File: config.mk
export PLATFORM = sky130hd
export DESIGN_NAME = modport_addr_arbiter
export DESIGN_NICKNAME = d
export VERILOG_FILES = /design/src/rtl/modport_pkg.sv /design/src/rtl/rr_arbiter.sv /design/src/rtl/modport_addr_arbiter.sv
export SDC_FILE = /design/constraint.sdc
export NUM_CORES = 1
export LEC_CHECK = 0
export BUFFER_PORTS_ARGS = -buffer_cell sky130_fd_sc_hd__buf_2
export CAP_MARGIN = 10
export CELL_PAD_IN_SITES_DETAIL_PLACEMENT = 1
export CELL_PAD_IN_SITES_GLOBAL_PLACEMENT = 1
export CORE_ASPECT_RATIO = 0.5
export CORE_MARGIN = 10
export CORE_UTILIZATION = 33
export CTS_CLUSTER_SIZE = 40
export DETAILED_ROUTE_END_ITERATION = 8
export PLACE_DENSITY = 0.89
export SLEW_MARGIN = 40
export SYNTH_ARGS = -nofsm -noshare
export SYNTH_HDL_FRONTEND = slang
export SYNTH_SLANG_ARGS = --single-unit
File: constraint.sdc
create_clock -name clk -period 4.1 [get_ports clk]
set_input_delay 0.82 -clock clk [delete_from_list [all_inputs] [get_ports clk]]
set_output_delay 0.82 -clock clk [all_outputs]
set_load 0.02 [all_outputs]
File: src/rtl/modport_pkg.sv
// Shared types and constants for the address arbiter slice.
package modport_pkg;

  // Address/data width, matching the 4x8 packed bus fields.
  localparam int unsigned ADDR_W = 32;

  // Largest supported number of address sources.
  localparam int unsigned MAX_SRC = 8;

  // One registered downstream transaction.
  typedef struct packed {
    logic [3:0][7:0] adr;
    logic [3:0][7:0] dat;
    int              sel;
  } t_bus;

  localparam t_bus BUS_RESET = '0;

  // Width of an index able to address n sources (at least one bit).
  function automatic int unsigned idx_width(input int unsigned n);
    return (n > 1) ? $clog2(n) : 1;
  endfunction

endpackage

File: src/rtl/rr_arbiter.sv
// Round-robin arbiter: scans from ptr upwards (modulo NUM_SRC) and grants the
// first requester. Produces a one-hot grant plus its encoded index.
module rr_arbiter
  import modport_pkg::*;
#(
  parameter int unsigned NUM_SRC = 2,
  parameter int unsigned IDX_W   = 1
) (
  input  logic [NUM_SRC-1:0] req,
  input  logic [IDX_W-1:0]   ptr,
  input  logic               en,
  output logic [NUM_SRC-1:0] grant,
  output logic [IDX_W-1:0]   idx
);

  logic [IDX_W-1:0] cand;
  logic             hit;

  // Priority scan starting at ptr; the first requester found wins.
  always_comb begin
    grant = '0;
    idx   = '0;
    cand  = '0;
    hit   = 1'b0;
    for (int unsigned i = 0; i < NUM_SRC; i++) begin
      cand = IDX_W'((32'(ptr) + i) % NUM_SRC);
      if (en && !hit && req[cand]) begin
        hit         = 1'b1;
        grant[cand] = 1'b1;
        idx         = cand;
      end
    end
  end

endmodule

File: src/rtl/modport_addr_arbiter.sv
// Collects addresses from NUM_SRC sources, arbitrates round-robin and presents
// one registered transaction on a packed downstream bus. Also counts accepted
// transfers and flags same-cycle address collisions.
module modport_addr_arbiter
  import modport_pkg::*;
#(
  parameter int unsigned NUM_SRC = 2
) (
  input  logic                      clk,
  input  logic                      rst,
  input  logic [NUM_SRC*ADDR_W-1:0] src_addr,
  input  logic [NUM_SRC-1:0]        src_valid,
  output logic [NUM_SRC-1:0]        src_ready,
  input  logic [ADDR_W-1:0]         dat_in,
  output logic [ADDR_W-1:0]         bus_adr,
  output logic [ADDR_W-1:0]         bus_dat,
  output logic signed [31:0]        bus_sel,
  output logic                      bus_valid,
  input  logic                      bus_ready,
  output logic [31:0]               xfer_count,
  output logic                      collision
);

  localparam int unsigned IDX_W = idx_width(NUM_SRC);

  if (NUM_SRC < 2 || NUM_SRC > MAX_SRC) begin : gen_bad_num_src
    $error("NUM_SRC must be in the range 2..8");
  end

  logic [ADDR_W-1:0] addr_arr [NUM_SRC];

  t_bus             bus_q, bus_d;
  logic             valid_q, valid_d;
  logic [IDX_W-1:0] ptr_q, ptr_d;
  logic [31:0]      count_q, count_d;
  logic             collision_q, collision_d;

  logic             can_load;
  logic             accept;
  logic             coll_now;
  logic [NUM_SRC-1:0] grant;
  logic [IDX_W-1:0] grant_idx;

  for (genvar g = 0; g < NUM_SRC; g++) begin : gen_unpack
    assign addr_arr[g] = src_addr[g*ADDR_W +: ADDR_W];
  end

  // No grant while in reset so a discarded transaction never sees a ready pulse.
  assign can_load = ~rst & (~valid_q | bus_ready);

  rr_arbiter #(
    .NUM_SRC (NUM_SRC),
    .IDX_W   (IDX_W)
  ) u_arb (
    .req   (src_valid),
    .ptr   (ptr_q),
    .en    (can_load),
    .grant (grant),
    .idx   (grant_idx)
  );

  assign src_ready = grant;
  assign accept    = |grant;

  // Any pair of valid sources presenting the same address this cycle.
  always_comb begin
    coll_now = 1'b0;
    for (int unsigned i = 0; i < NUM_SRC; i++) begin
      for (int unsigned j = i + 1; j < NUM_SRC; j++) begin
        if (src_valid[i] && src_valid[j] && (addr_arr[i] == addr_arr[j])) begin
          coll_now = 1'b1;
        end
      end
    end
  end

  // Next state of the output stage, pointer, counter and sticky flag.
  always_comb begin
    bus_d       = bus_q;
    valid_d     = valid_q;
    ptr_d       = ptr_q;
    count_d     = count_q;
    collision_d = collision_q | coll_now;
    if (accept) begin
      bus_d.adr = addr_arr[grant_idx];
      bus_d.dat = dat_in;
      bus_d.sel = 32'(grant_idx);
      valid_d   = 1'b1;
      ptr_d     = (grant_idx == IDX_W'(NUM_SRC - 1)) ? '0 : grant_idx + 1'b1;
      count_d   = count_q + 32'd1;
    end else if (bus_ready) begin
      // Data fields keep their last value; only the valid flag drops.
      valid_d = 1'b0;
    end
  end

  // State registers with asynchronous reset.
  always_ff @(posedge clk or posedge rst) begin
    if (rst) begin
      bus_q       <= BUS_RESET;
      valid_q     <= 1'b0;
      ptr_q       <= '0;
      count_q     <= '0;
      collision_q <= 1'b0;
    end else begin
      bus_q       <= bus_d;
      valid_q     <= valid_d;
      ptr_q       <= ptr_d;
      count_q     <= count_d;
      collision_q <= collision_d;
    end
  end

  assign bus_adr    = bus_q.adr;
  assign bus_dat    = bus_q.dat;
  assign bus_sel    = bus_q.sel;
  assign bus_valid  = valid_q;
  assign xfer_count = count_q;
  assign collision  = collision_q;

endmodule

; ---- Yosys cells after proc, flatten, opt, wreduce, memory -nomap -nowiden
; Cells that the tools add are included.
; W data, S select, Z words.
[word_totals]
word_cells = 59
input_bits = 101
reg_bits = 100
[op_classes]
bitwise = 7
reduce_logical = 10
n_eq_ne = 1
n_lt_le_gt_ge = 5
addsub = 3
n_mux = 20
[op_table]
columns = operator, n
row1 = $mux W32, 3
row2 = $add A32 B1 Y32 const B, 1
row3 = $eq A32 B32 Y1, 1
row4 = $mux W1, 13
row5 = $logic_and A1 B1 Y1, 7
row6 = $lt A1 B2 Y1 const B, 2
row7 = $mux W2, 2
row8 = $add A1 B1 Y1 const B, 2
row9 = $demux W1 S1, 2
row10 = $ge A1 B1 Y1 const B, 2
row11 = $ge A2 B2 Y1 const B, 1
row12 = $not A1 Y1, 2
row13 = $not A1 Y2, 1
row14 = $or A1 B1 Y1, 2
row15 = $or A2 B2 Y2, 1
row16 = $reduce_bool A2 Y1, 1
row17 = $reduce_or A2 Y1, 1
row18 = $and A1 B1 Y1, 1
row19 = $logic_not A1 Y1, 1

; ---- Logic depth before layout (Yosys ltp)
[logic_depth]
ltp_word = 13
depth_mapped = 7
ltp_nobuf = 5

; ---- Modules after synthesis
; A second synthesis with hierarchy kept.
[hier_totals]
hier_cells = 428
hier_area_um2 = 4907.2
[modules_own_cells]
columns = mod, area_each_um2, cells_each, n_inst
row1 = modport_addr_arbiter, 4880.9, 422, 1
row2 = rr_arbiter, 26.3, 6, 1

; ---- Worst setup path after synthesis
; No wires, ideal clock.
[synth_path]
path_type = input port to output port
startpoint = input bus_ready
endpoint = output src_ready[1]
stages = 5
required_ns = 3.280
path_slack_ns = 1.695
t_arrival_ns = 1.585
cell_sequence = nor2b_2 nor2_1 nand2_1 buf_2 inv_1
[synth_between]
elab_chain_len = 8
word_cells_on_any_way = 10
cone_classes = mux: 3 / bitwise: 3 / reduce/logical: 4
[synth_rtl]
columns = item, line_no
row1 = from (decl), modport_addr_arbiter.sv:19  ; input logic bus_ready,
row2 = $or A1 B1 Y1 (*), modport_addr_arbiter.sv:49  ; assign can_load = ~rst & (~valid_q | bus_ready);
row3 = $and A1 B1 Y1 (*), modport_addr_arbiter.sv:49
row4 = $logic_and A1 B1 Y1, rr_arbiter.sv:27  ; if (en && !hit && req[cand]) begin
row5 = $mux W1, rr_arbiter.sv:27
row6 = $logic_not A1 Y1, rr_arbiter.sv:27
row7 = $logic_and A1 B1 Y1 (2 in series), rr_arbiter.sv:27
row8 = $mux W2 (*), rr_arbiter.sv:27
row9 = to (decl), modport_addr_arbiter.sv:13  ; output logic [NUM_SRC-1:0] src_ready,
; Mark *: on every way between the ends. The rest lies on a longest branch, timed or not.

; ---- Worst setup path in the final report
[layout_path]
startpoint = input src_valid[1]
endpoint = output src_ready[1]
[layout_between]
elab_chain_len = 8
word_cells_on_any_way = 12
cone_classes = mux: 7 / bitwise: 1 / reduce/logical: 4
[layout_rtl]
columns = item, line_no
row1 = from (decl), modport_addr_arbiter.sv:12  ; input logic [NUM_SRC-1:0] src_valid,
row2 = $mux W1 (not written as such) (2 in series), rr_arbiter.sv:27
row3 = $logic_and A1 B1 Y1, rr_arbiter.sv:27
row4 = $mux W1, rr_arbiter.sv:27
row5 = $logic_not A1 Y1, rr_arbiter.sv:27
row6 = $logic_and A1 B1 Y1 (2 in series), rr_arbiter.sv:27
row7 = $mux W2 (*), rr_arbiter.sv:27
; Mark *: on every way between the ends. The rest lies on a longest branch, timed or not. The select of a mux whose other input is x is not followed.

==> results.json <==
{
  "status": "finished, final reports clean",
  "synth_top_area_frac": 0.526,
  "synth_mux_area_frac": 0,
  "skew_ps": 8.61,
  "crit_start": "src_valid[1]",
  "seq_area_um2": 2500,
  "rsz0062_at_grt": "false",
  "synth_area_leader_cell": "dfrtp_1",
  "grt_pass1_vias": 4732,
  "place_congestion": 0.853,
  "cts_inserted_buffers": 9,
  "maxSlewHeadroom": 0.534,
  "start_util": 0.344,
  "synth_top_family_by_area": "simple AND/OR/NAND/NOR gates",
  "ios": 233,
  "drc": 0,
  "crit_type": "in2out",
  "drv_cap": 0,
  "fin_setup_tns_ps": 0,
  "synthesis.area_per_instance_um2": 9.58,
  "ys.flop_type": "dfrtp_1",
  "ys_warn_count": 0,
  "vias_per_cell": 4.74,
  "setup_violations": 0,
  "final_area_um2": 6200,
  "rrSetupSlack_ps": 2200,
  "p_per_area_nw_per_um2": 463,
  "wl_per_cell_um": 18.8,
  "core_area_um2": 13900,
  "worstRegToRegCells": 7,
  "cts_tree": "built",
  "placed_area_um2": 5890,
  "cts_hold_buffers": 0,
  "fin_crit_sh": 0.653,
  "synth_seq_cells": 100,
  "antenna_found_initial": 3,
  "hold_violations": 0,
  "yosys-top-cells-count": "146 x nand2_1, 100 x dfrtp_1, 32 x buf_4, 32 x o21ai_0, 32 x o22ai_1",
  "r2r_end": "bus_dat[19]$_DFFE_PP0P_",
  "drt-pass1-iter-count": 4,
  "synth-async-reset-ratio": 1.00,
  "syn_area_um2": 4760,
  "clkTransAtPathRegs_ps": 60,
  "first_iter_violations": 184,
  "cp-end-kind": "output port",
  "hold_class": "reg2reg",
  "worst-endpoint-arrival_ps": 1860,
  "setup.worst_path.end": "src_ready[1]",
  "synthMostInstantiatedCell": "nand2_1",
  "cts_resized": 0,
  "p_leak_nw": 3.30,
  "grt_max_degree": 58,
  "cts_setup_buffers": 0,
  "worst_slew_pin_slew_ps": 693,
  "row_count": 30,
  "grt_overflow": 0,
  "worstPathMaxFanout": 33,
  "netlist_instances": 497,
  "clock_path_buffers": 2,
  "finalNetCount": 797,
  "drive_gt1_frac": 0.336,
  "synth_compound_area_frac": 0.0846,
  "grt_first_pass_wirelength_um": 26000,
  "cts_root_buffer": "clkbuf_16",
  "dr_total_vias": 4243,
  "htreeDepth": 3,
  "die_y_um": 105,
  "slew_violations": 0,
  "synth_fa_ha_area_frac": 0.00263,
  "ys_types": 34,
  "postRouteAntennaNets": 0,
  "synth-simple-area-share": 0.198,
  "clock_latency_ps": 340,
  "max-vdd-ir-drop_mv": 0.212,
  "post_synth_xor_area_fraction": 0.117,
  "cts.sinks": 100,
  "synth_top_cells_by_area": "dfrtp_1 53%, nand2_1 12%, xnor2_1 5.7%",
  "fillCellCount": 1709,
  "areaGrowthSynthToFinish_pct": 30.2,
  "track_usage": 0.163,
  "port_buffers": 201,
  "fmaxAchievable_ghz": 0.373,
  "die_w_um": 190,
  "reg2reg_from": "bus_valid$_DFFE_PP0P_",
  "die_area_um2": 19900,
  "hpwl_um": 13400,
  "yosysSeqAreaShare": 0.526,
  "drt_wl_total_um": 16800,
  "min_period_ps": 2680,
  "whs_ps": 466,
  "synth_edf_count": 0,
  "crit_required_ps": 3280,
  "start_kind": "input pin",
  "multi_input_area_um2": 2050
}
worst max-delay path, stage by stage:
cell and delay (ps):
buf_2 160, a21boi_2 170, buf_4 360, nand2_1 130, inv_1 70, buf_2 150
cells in the final DEF, fill, tap and decap left out, types with 2 or more instances in the layout:
| master | instances |
|---|---|
| clkbuf_16 | 9 |
| nor4_1 | 6 |
| o21ai_0 | 32 |
| nand2_1 | 146 |
| diode_2 | 3 |
| o22ai_1 | 32 |
| buf_4 | 6 |
| buf_8 | 2 |
| nor2_1 | 11 |
| clkbuf_1 | 2 |
| xor2_1 | 31 |
| xnor2_1 | 31 |
| conb_1 | 31 |
| and3_1 | 6 |
| clkinvlp_4 | 2 |
| inv_1 | 3 |
| clkbuf_8 | 2 |
| dfrtp_1 | 100 |
| nand3_1 | 9 |
| nand4_1 | 15 |
| and4_1 | 3 |
| buf_2 | 201 |
cell families after synthesis:
| group | count (synthesis) |
|---|---|
| AND/OR/NAND/NOR | 207 |
| flip-flops | 100 |
| AO/OA/AOI/OAI | 69 |
| XOR/XNOR | 63 |
| buffers and inverters | 56 |
| adder cells (fa/ha/maj) | 1 |
| other | 1 |
power by group:
group / internal (W) / switching (W) / total [W]
registers: 0.00113 / 0.000105 / 0.00124
clock network: 0.000508 / 0.000363 / 0.000871
logic: 0.000248 / 0.000514 / 0.000762
total: 0.00189 / 0.000982 / 0.00287
worst min path at each step:
stage	start	depth (start not counted)	end
floorplan	ptr_q$_DFFE_PP0P_	1	ptr_q$_DFFE_PP0P_
global placement	collision$_DFF_PP0_	1	collision$_DFF_PP0_
detailed placement	collision$_DFF_PP0_	1	collision$_DFF_PP0_
CTS	collision$_DFF_PP0_	1	collision$_DFF_PP0_
global route	xfer_count[31]$_DFFE_PP0P_	1	xfer_count[31]$_DFFE_PP0P_
finish	collision$_DFF_PP0_	1	collision$_DFF_PP0_
final cells by class:
cell class | count | share of cell area
Sequential cell | 100 | 0.404
Multi-Input combinational cell | 371 | 0.330
Timing Repair Buffer | 209 | 0.174
Clock buffer | 13 | 0.0420
Tap cell | 192 | 0.0387
Clock inverter | 3 | 0.00727
Inverter | 4 | 0.00283
Antenna cell | 3 | 0.00121
flip-flops by register name (all words and copies together) (netlist names):
signal / cells
xfer_count: 32
bus_sel: 1
collision: 1
bus_valid: 1
ptr_q: 1
bus_adr: 32
bus_dat: 32
through the flow:
| stage | setup WS, ps | util | cells | total power [W] |
|---|---|---|---|---|
| after floorplan | 661 | - | 527 | 0.00170 |
| after global placement | 1410 | 0.423 | 874 | 0.00199 |
| after detailed placement | 1430 | 0.425 | 876 | 0.00202 |
| after CTS | 1420 | 0.447 | 892 | 0.00290 |
| after global routing | 1330 | 0.448 | 895 | 0.00302 |
| final | 1420 | 0.448 | 895 | 0.00287 |
layer usage:
layer  vias up  share of wire  global-route usage
met5         -              0                   0
met4         0          0.022              0.0569
met3        24          0.035              0.0348
met2       100           0.58               0.326
met1      2121           0.37               0.160
li1       1998              -                   -
(Power assumes the default switching activity.)
